## config.mk

```make
export PLATFORM = sky130hd
export DESIGN_NAME = fsq_square
export DESIGN_NICKNAME = d
export VERILOG_FILES = /design/src/rtl/fsq_square.sv
export SDC_FILE = /design/constraint.sdc
export NUM_CORES = 1
export LEC_CHECK = 0
export BUFFER_PORTS_ARGS = -buffer_cell sky130_fd_sc_hd__buf_2
export CAP_MARGIN = 0
export CORE_UTILIZATION = 63
export CTS_BUF_LIST = sky130_fd_sc_hd__clkbuf_8
export CTS_CLUSTER_DIAMETER = 120
export DETAILED_ROUTE_END_ITERATION = 8
export PLACE_DENSITY = 0.86
export SYNTH_ARGS = -nofsm -noshare
export SYNTH_HDL_FRONTEND = slang
export SYNTH_SLANG_ARGS = --single-unit
```

## constraint.sdc

```tcl
create_clock -name clk -period 4.65 [get_ports clk]
set_input_delay 0.6975 -clock clk [delete_from_list [all_inputs] [get_ports clk]]
set_output_delay 0.6975 -clock clk [all_outputs]
set_load 0.01 [all_outputs]
```

## src/rtl/fsq_square.sv

```systemverilog
// Iterative fixed-point squarer: radix-2 shift-add over WIDTH cycles, then a one-cycle
// leading-zero normalization that returns the top WIDTH bits, a sticky bit and the
// left-shift amount for exponent adjustment.
module fsq_square #(
    parameter int unsigned WIDTH = 8,
    localparam int unsigned SHW = $clog2(2 * WIDTH)
) (
    input  logic             clk,
    input  logic             rst,
    input  logic             start,
    input  logic [WIDTH-1:0] in,
    output logic             busy,
    output logic             done,
    output logic [WIDTH-1:0] out,
    output logic             sticky,
    output logic [SHW-1:0]   shamt,
    output logic             zero
);

    localparam int unsigned PW = 2 * WIDTH;
    localparam int unsigned CW = $clog2(WIDTH);

    typedef enum logic [1:0] {StIdle, StMul, StNorm, StDone} state_e;

    state_e           state_q, state_d;
    logic [WIDTH-1:0] mcand_q, mcand_d;
    logic [WIDTH-1:0] mplier_q, mplier_d;
    logic [PW-1:0]    acc_q, acc_d;
    logic [CW-1:0]    cnt_q, cnt_d;
    logic [WIDTH-1:0] out_q, out_d;
    logic             sticky_q, sticky_d;
    logic [SHW-1:0]   shamt_q, shamt_d;
    logic             zero_q, zero_d;

    logic [SHW-1:0]   lz;
    logic [PW-1:0]    norm;

    // Priority leading-zero count of the finished product; highest set bit wins.
    always_comb begin
        lz = '0;
        for (int i = 0; i < PW; i++) begin
            if (acc_q[i]) lz = SHW'(PW - 1 - i);
        end
        norm = acc_q << lz;
    end

    // Next-state and datapath update.
    always_comb begin
        state_d  = state_q;
        mcand_d  = mcand_q;
        mplier_d = mplier_q;
        acc_d    = acc_q;
        cnt_d    = cnt_q;
        out_d    = out_q;
        sticky_d = sticky_q;
        shamt_d  = shamt_q;
        zero_d   = zero_q;
        unique case (state_q)
            StIdle: begin
                if (start) begin
                    mcand_d  = in;
                    mplier_d = in;
                    acc_d    = '0;
                    cnt_d    = '0;
                    state_d  = StMul;
                end
            end
            StMul: begin
                // Partial products never overflow: WIDTH x WIDTH fits in 2*WIDTH bits.
                if (mplier_q[cnt_q]) acc_d = acc_q + (PW'(mcand_q) << cnt_q);
                cnt_d = cnt_q + 1'b1;
                if (cnt_q == CW'(WIDTH - 1)) state_d = StNorm;
            end
            StNorm: begin
                if (acc_q == '0) begin
                    out_d    = '0;
                    sticky_d = 1'b0;
                    shamt_d  = '0;
                    zero_d   = 1'b1;
                end else begin
                    out_d    = norm[PW-1:WIDTH];
                    sticky_d = |norm[WIDTH-1:0];
                    shamt_d  = lz;
                    zero_d   = 1'b0;
                end
                state_d = StDone;
            end
            StDone: begin
                state_d = StIdle;
            end
            default: begin
                state_d = StIdle;
            end
        endcase
    end

    // State and result registers; results hold until the next normalization.
    always_ff @(posedge clk or negedge rst) begin
        if (!rst) begin
            state_q  <= StIdle;
            mcand_q  <= '0;
            mplier_q <= '0;
            acc_q    <= '0;
            cnt_q    <= '0;
            out_q    <= '0;
            sticky_q <= 1'b0;
            shamt_q  <= '0;
            zero_q   <= 1'b0;
        end else begin
            state_q  <= state_d;
            mcand_q  <= mcand_d;
            mplier_q <= mplier_d;
            acc_q    <= acc_d;
            cnt_q    <= cnt_d;
            out_q    <= out_d;
            sticky_q <= sticky_d;
            shamt_q  <= shamt_d;
            zero_q   <= zero_d;
        end
    end

    assign busy   = (state_q != StIdle);
    assign done   = (state_q == StDone);
    assign out    = out_q;
    assign sticky = sticky_q;
    assign shamt  = shamt_q;
    assign zero   = zero_q;

endmodule

```

# Yosys cells after proc, flatten, opt, wreduce, memory -nomap -nowiden
# Index checks and enable logic that the tools add are counted.
[totals]
ff_bits = 43
in_bits = 11
output_inout_bits = 16
wordCells = 59
[op_classes]
addsub = 2
magnitude_cmp = 1
eq_ne = 7
shift = 2
n_mux = 30
n_reduce_logical = 9
[ops]
columns = ["op", "count"]
rows = [
  ["$mux W4", 17],
  ["$mux W16", 2],
  ["$pmux W16 S2", 1],
  ["$add A16 B16 Y16", 1],
  ["$logic_not A16 Y1", 1],
  ["$shl A16 B4 Y16", 1],
  ["$shl A8 B3 Y16", 1],
  ["$mux W8", 1],
  ["$pmux W2 S4", 1],
  ["$reduce_or A8 Y1", 1],
  ["$ne A2 B2 Y1 const B", 3],
  ["$pmux W3 S2", 1],
  ["$reduce_and A2 Y1", 3],
  ["$eq A2 B2 Y1 const B", 2],
  ["$lt A3 B4 Y1 const B", 1],
  ["$mux W2", 2],
  ["$reduce_bool A2 Y1", 2],
  ["$add A3 B1 Y3 const B", 1],
  ["$bmux W1 S3", 1],
  ["$eq A3 B3 Y1 const B", 1],
  ["$mux W1", 3],
  ["$mux W3", 1],
  ["$reduce_and A3 Y1", 1],
  ["$eq A2 B1 Y1 const B", 1],
  ["$logic_not A2 Y1", 1],
]

# Logic depth before layout (Yosys ltp)
[depth]
depth_word = 19
ltp_mapped = 15
depth_no_buf = 14

# Worst setup path before layout
# OpenSTA, ideal clock, no wires.
[synth_timing]
kind = "register to register"
startpoint = "register cnt_q[0]"
endpoint = "register acc_q[13]"
setup_time_ps = 120
t_arrival_ps = 3164
required_time_ps = 4530
path_slack_ps = 1365
stages_incl_launch_ff = 15
path_buffers = 2
synth_period_minus_slack_ps = 3285
path_cell_list = "dfrtp_1 > buf_2 > buf_1 > mux2_2 > a21oi_1 > o22ai_1 > ha_1 > o21a_1 > o21ai_0 > o31ai_1 > o41a_1 > and2_1 > o21ai_0 > nand2_1 > a41o_1"
[synth_via]
elab_chain_len = 4
elab_cells_between_ends = 8
classes_between = "1 x add/sub; 1 x eq/ne; 1 x shift; 4 x mux; 1 x reduce/logical"
[synth_lines]
columns = ["element", "line_no", "source"]
rows = [
  ["start: declaration", "29", "logic [CW-1:0] cnt_q, cnt_d;"],
  ["start signal: assignment", "114", "cnt_q <= cnt_d;"],
  ["$shl A8 B3 Y16 or $bmux W1 S3 (tied branches)", "70", "if (mplier_q[cnt_q]) acc_d = acc_q + (PW'(mcand_q) << cnt_q);"],
  ["$add A16 B16 Y16 or $mux W1 (tied branches)", "70", ""],
  ["$mux W16 or $ne A2 B2 Y1 (tied branches)", "-", ""],
  ["$pmux W16 S2 or $reduce_and A3 Y1 (tied branches)", "-", ""],
  ["end signal: assignment", "103", "acc_q <= '0;"],
  ["end signal: assignment", "113", "acc_q <= acc_d;"],
  ["end: declaration", "28", "logic [PW-1:0] acc_q, acc_d;"],
]
# Parallel ways exist; a longest one is shown, timed or not. The select of a mux whose other input is x is not followed.
# A chain may end at the register's enable or synchronous reset.

# Worst setup path after layout
[layout_timing]
startpoint = "register cnt_q[0]"
endpoint = "register acc_q[15]"
# The elaborated chain is that of the path after synthesis.

==> results.ini <==
[clock_tree]
tritoncts = built
postCtsSetupRepairBufs = 0
cts_resized = 0
cts_buffer_depth = 2
clkTransAtPathRegs_ns = 0.09
worstSkewPairLatency_ns = 0.30
clock-sinks = 43
hold_buffers = 0
numCtsBuffers = 5
htreeDepth = 2
cts_root_buffer = clkbuf_8

[synth]
ys_warn_count = 0
synth_commonest_cells = dfrtp_1, nor2_1, nand2_1
yosys.area.top_type_share = 0.303
avgSynthCellArea_um2 = 9.26
synth_cell_types = 73
ys_seq_area_frac = 0.303
synthesis.nets = 417
syn-cell-area_um2 = 3560
netlist_instances = 384
yosys.area.top_type = dfrtp_1
synth_edf_count = 0
yosysMostFrequentCell = dfrtp_1
ys_ff_latch = 43
synthTopCellsByArea = dfrtp_1, ha_1, mux2i_1, mux2_2, a22o_1
ys.flop_type = dfrtp_1
synth_async_sr_flop_share = 1.00

[finish]
fin_nets = 430
drive_gt1_frac = 0.171
final_core_utilization = 0.711
n_antenna_cell = 0
area_growth_pct = 5.35

[critical_path]
cpPeakStageDelay_ns = 0.73
critPathBufInv = 0
r2r-start = cnt_q[0]
crit_family = compound AO/OA/AOI/OAI gates
r2r-end = acc_q[15]
rrSetupSlack_ns = 1.04
critPathRequiredTime_ns = 4.85
start_kind = flop
crit_fanout = 15
crit_chain = mux2_2 > o21ai_0 > nor2_1 > ha_1 > o21ai_1 > o21a_1 > o31ai_1 > o41a_1 > nand4_1 > a311oi_1 > xnor2_1 > nor2_1
arrival_ns = 3.81
cp-end-kind = flop
path_class = flop to flop
worstSetupEndpoint = acc_q[15]
cp_num_cells = 12
critical-path-slowest-cell = dfrtp_1
setup.worst_path.start = cnt_q[0]
reg2reg_depth = 12
cp_common_cell = nor2_1

[floorplan]
num_rows = 26
start_util = 0.675
ios = 27
fp.dieW_um = 77.1
die_y_um = 77.1
design.core.area_um2 = 5270
die-area_um2 = 5950

[placed_design]
numPortBuffers = 26
preCtsSetupSlack_ns = 1.15
hpwl_mm = 5.92
finalWeightedCongestion = 0.907

[timing]
finClkSkew_ns = 0.0101
fin_ws_ns = 1.04
maxSlewViolCount = 0
fmax_mhz = 277
tightest_slew_ns = 1.07
grt_setup_unrepaired = false
finalHoldViolCount = 0
setup_tns_ns = 0
setup_violations = 0
relSlewSlack = 0.283
min_period_ns = 3.61
final.period_utilization = 0.776

[route]
vias_per_cell = 6.55
vias = 3067
drc_errors = 0
routed_wl_mm = 7.83
drtIter0Drc = 282
drtAntennaViolNets = 0
wire_per_inst_um = 16.7
firstDrtPassIters = 5

[grt]
grt_max_degree = 44
grt_pass1_wl_mm = 13.4
grt-ovfl-total = 0
first_global_vias = 2934
antenna_found_initial = 0
grtUsageTotal = 0.279

[hold_path]
hold_class = flop to flop

[flow_run]
cap_violations = 0

[outcome]
status = complete, no violations

[cells by family (layout without fill, tap and decap cells)]
kind of cell | count (synthesis) | after routing | synth area share
AO/OA/AOI/OAI | 117 | 117 | 0.241
XOR/XNOR | 12 | 12 | 0.0296
adder cells (fa/ha/maj) | 22 | 22 | 0.0795
buffers and inverters | 34 | 48 | 0.0496
flip-flops | 43 | 43 | 0.303
multiplexers | 43 | 43 | 0.138
AND/OR/NAND/NOR | 113 | 113 | 0.160
[worst reg2reg max path, stage by stage, from the launching register on]
cell and delay, ns:
dfrtp_1 0.73, mux2_2 0.42, o21ai_0 0.24, nor2_1 0.09, ha_1 0.37, o21ai_1 0.10, o21a_1 0.19, o31ai_1 0.43
o41a_1 0.25, nand4_1 0.17, a311oi_1 0.29, xnor2_1 0.16, nor2_1 0.05
[metrics by stage]
stage	area, µm²	hold WS, ns	std cells
6_report	3750	0.480	468
3_5_place_dp	3650	0.466	460
3_3_place_gp	3650	0.458	460
2_1_floorplan	3560	0.402	384
5_1_grt	3750	0.505	468
4_1_cts	3750	0.488	468
[cell type report]
class	instances	area, µm²
Clock buffer	5	68.8
Clock inverter	3	23.8
Fill cell	410	1520
Inverter	13	48.8
Multi-Input combinational cell	307	2300
Sequential cell	43	1080
Tap cell	70	87.6
Timing Repair Buffer	27	138
[per-layer routing]
metal | vias to the layer above | track usage | part of all wire
met2 | 118 | 0.474 | 0.48
met4 | 0 | 0.115 | 0.034
li1 | 1468 | - | -
met1 | 1446 | 0.351 | 0.44
met3 | 35 | 0.0405 | 0.046
met5 | - | 0 | 0
[layout by cell type (no fill, tap or decap), types with 4 or more instances in the layout]
cell and n:
mux2i_1 25, nor2_1 34, o22ai_1 4, nand3_1 7, o21ai_1 7, inv_1 13
clkbuf_8 5, xnor2_1 9, mux2_2 14, a31oi_1 5, a21o_1 4, dfrtp_1 43
a22o_1 15, and3_1 4, nand2_1 29, nor2b_1 6, buf_2 26, o21ai_0 21
nor3_1 11, ha_1 21, and2_1 4, a21oi_1 19
[sequential cells by signal, indices dropped and copies added (netlist names)]
register,count
acc_q,16
cnt_q,3
mplier_q,8
out,8
shamt,4
state_q,2
sticky,1
zero,1
[worst min path at each step]
stage / from / end / slack, ns / depth (start not counted)
finish: zero / zero / 0.48 / 1
global route: zero / zero / 0.51 / 1
CTS: zero / zero / 0.49 / 1
detailed placement: zero / zero / 0.47 / 1
global placement: zero / zero / 0.46 / 1
floorplan: rst / acc_q[0] / 0.40 / 0
Power is not shown: default switching activity piles up to over one toggle a cycle in this logic, so the estimate is an artifact.
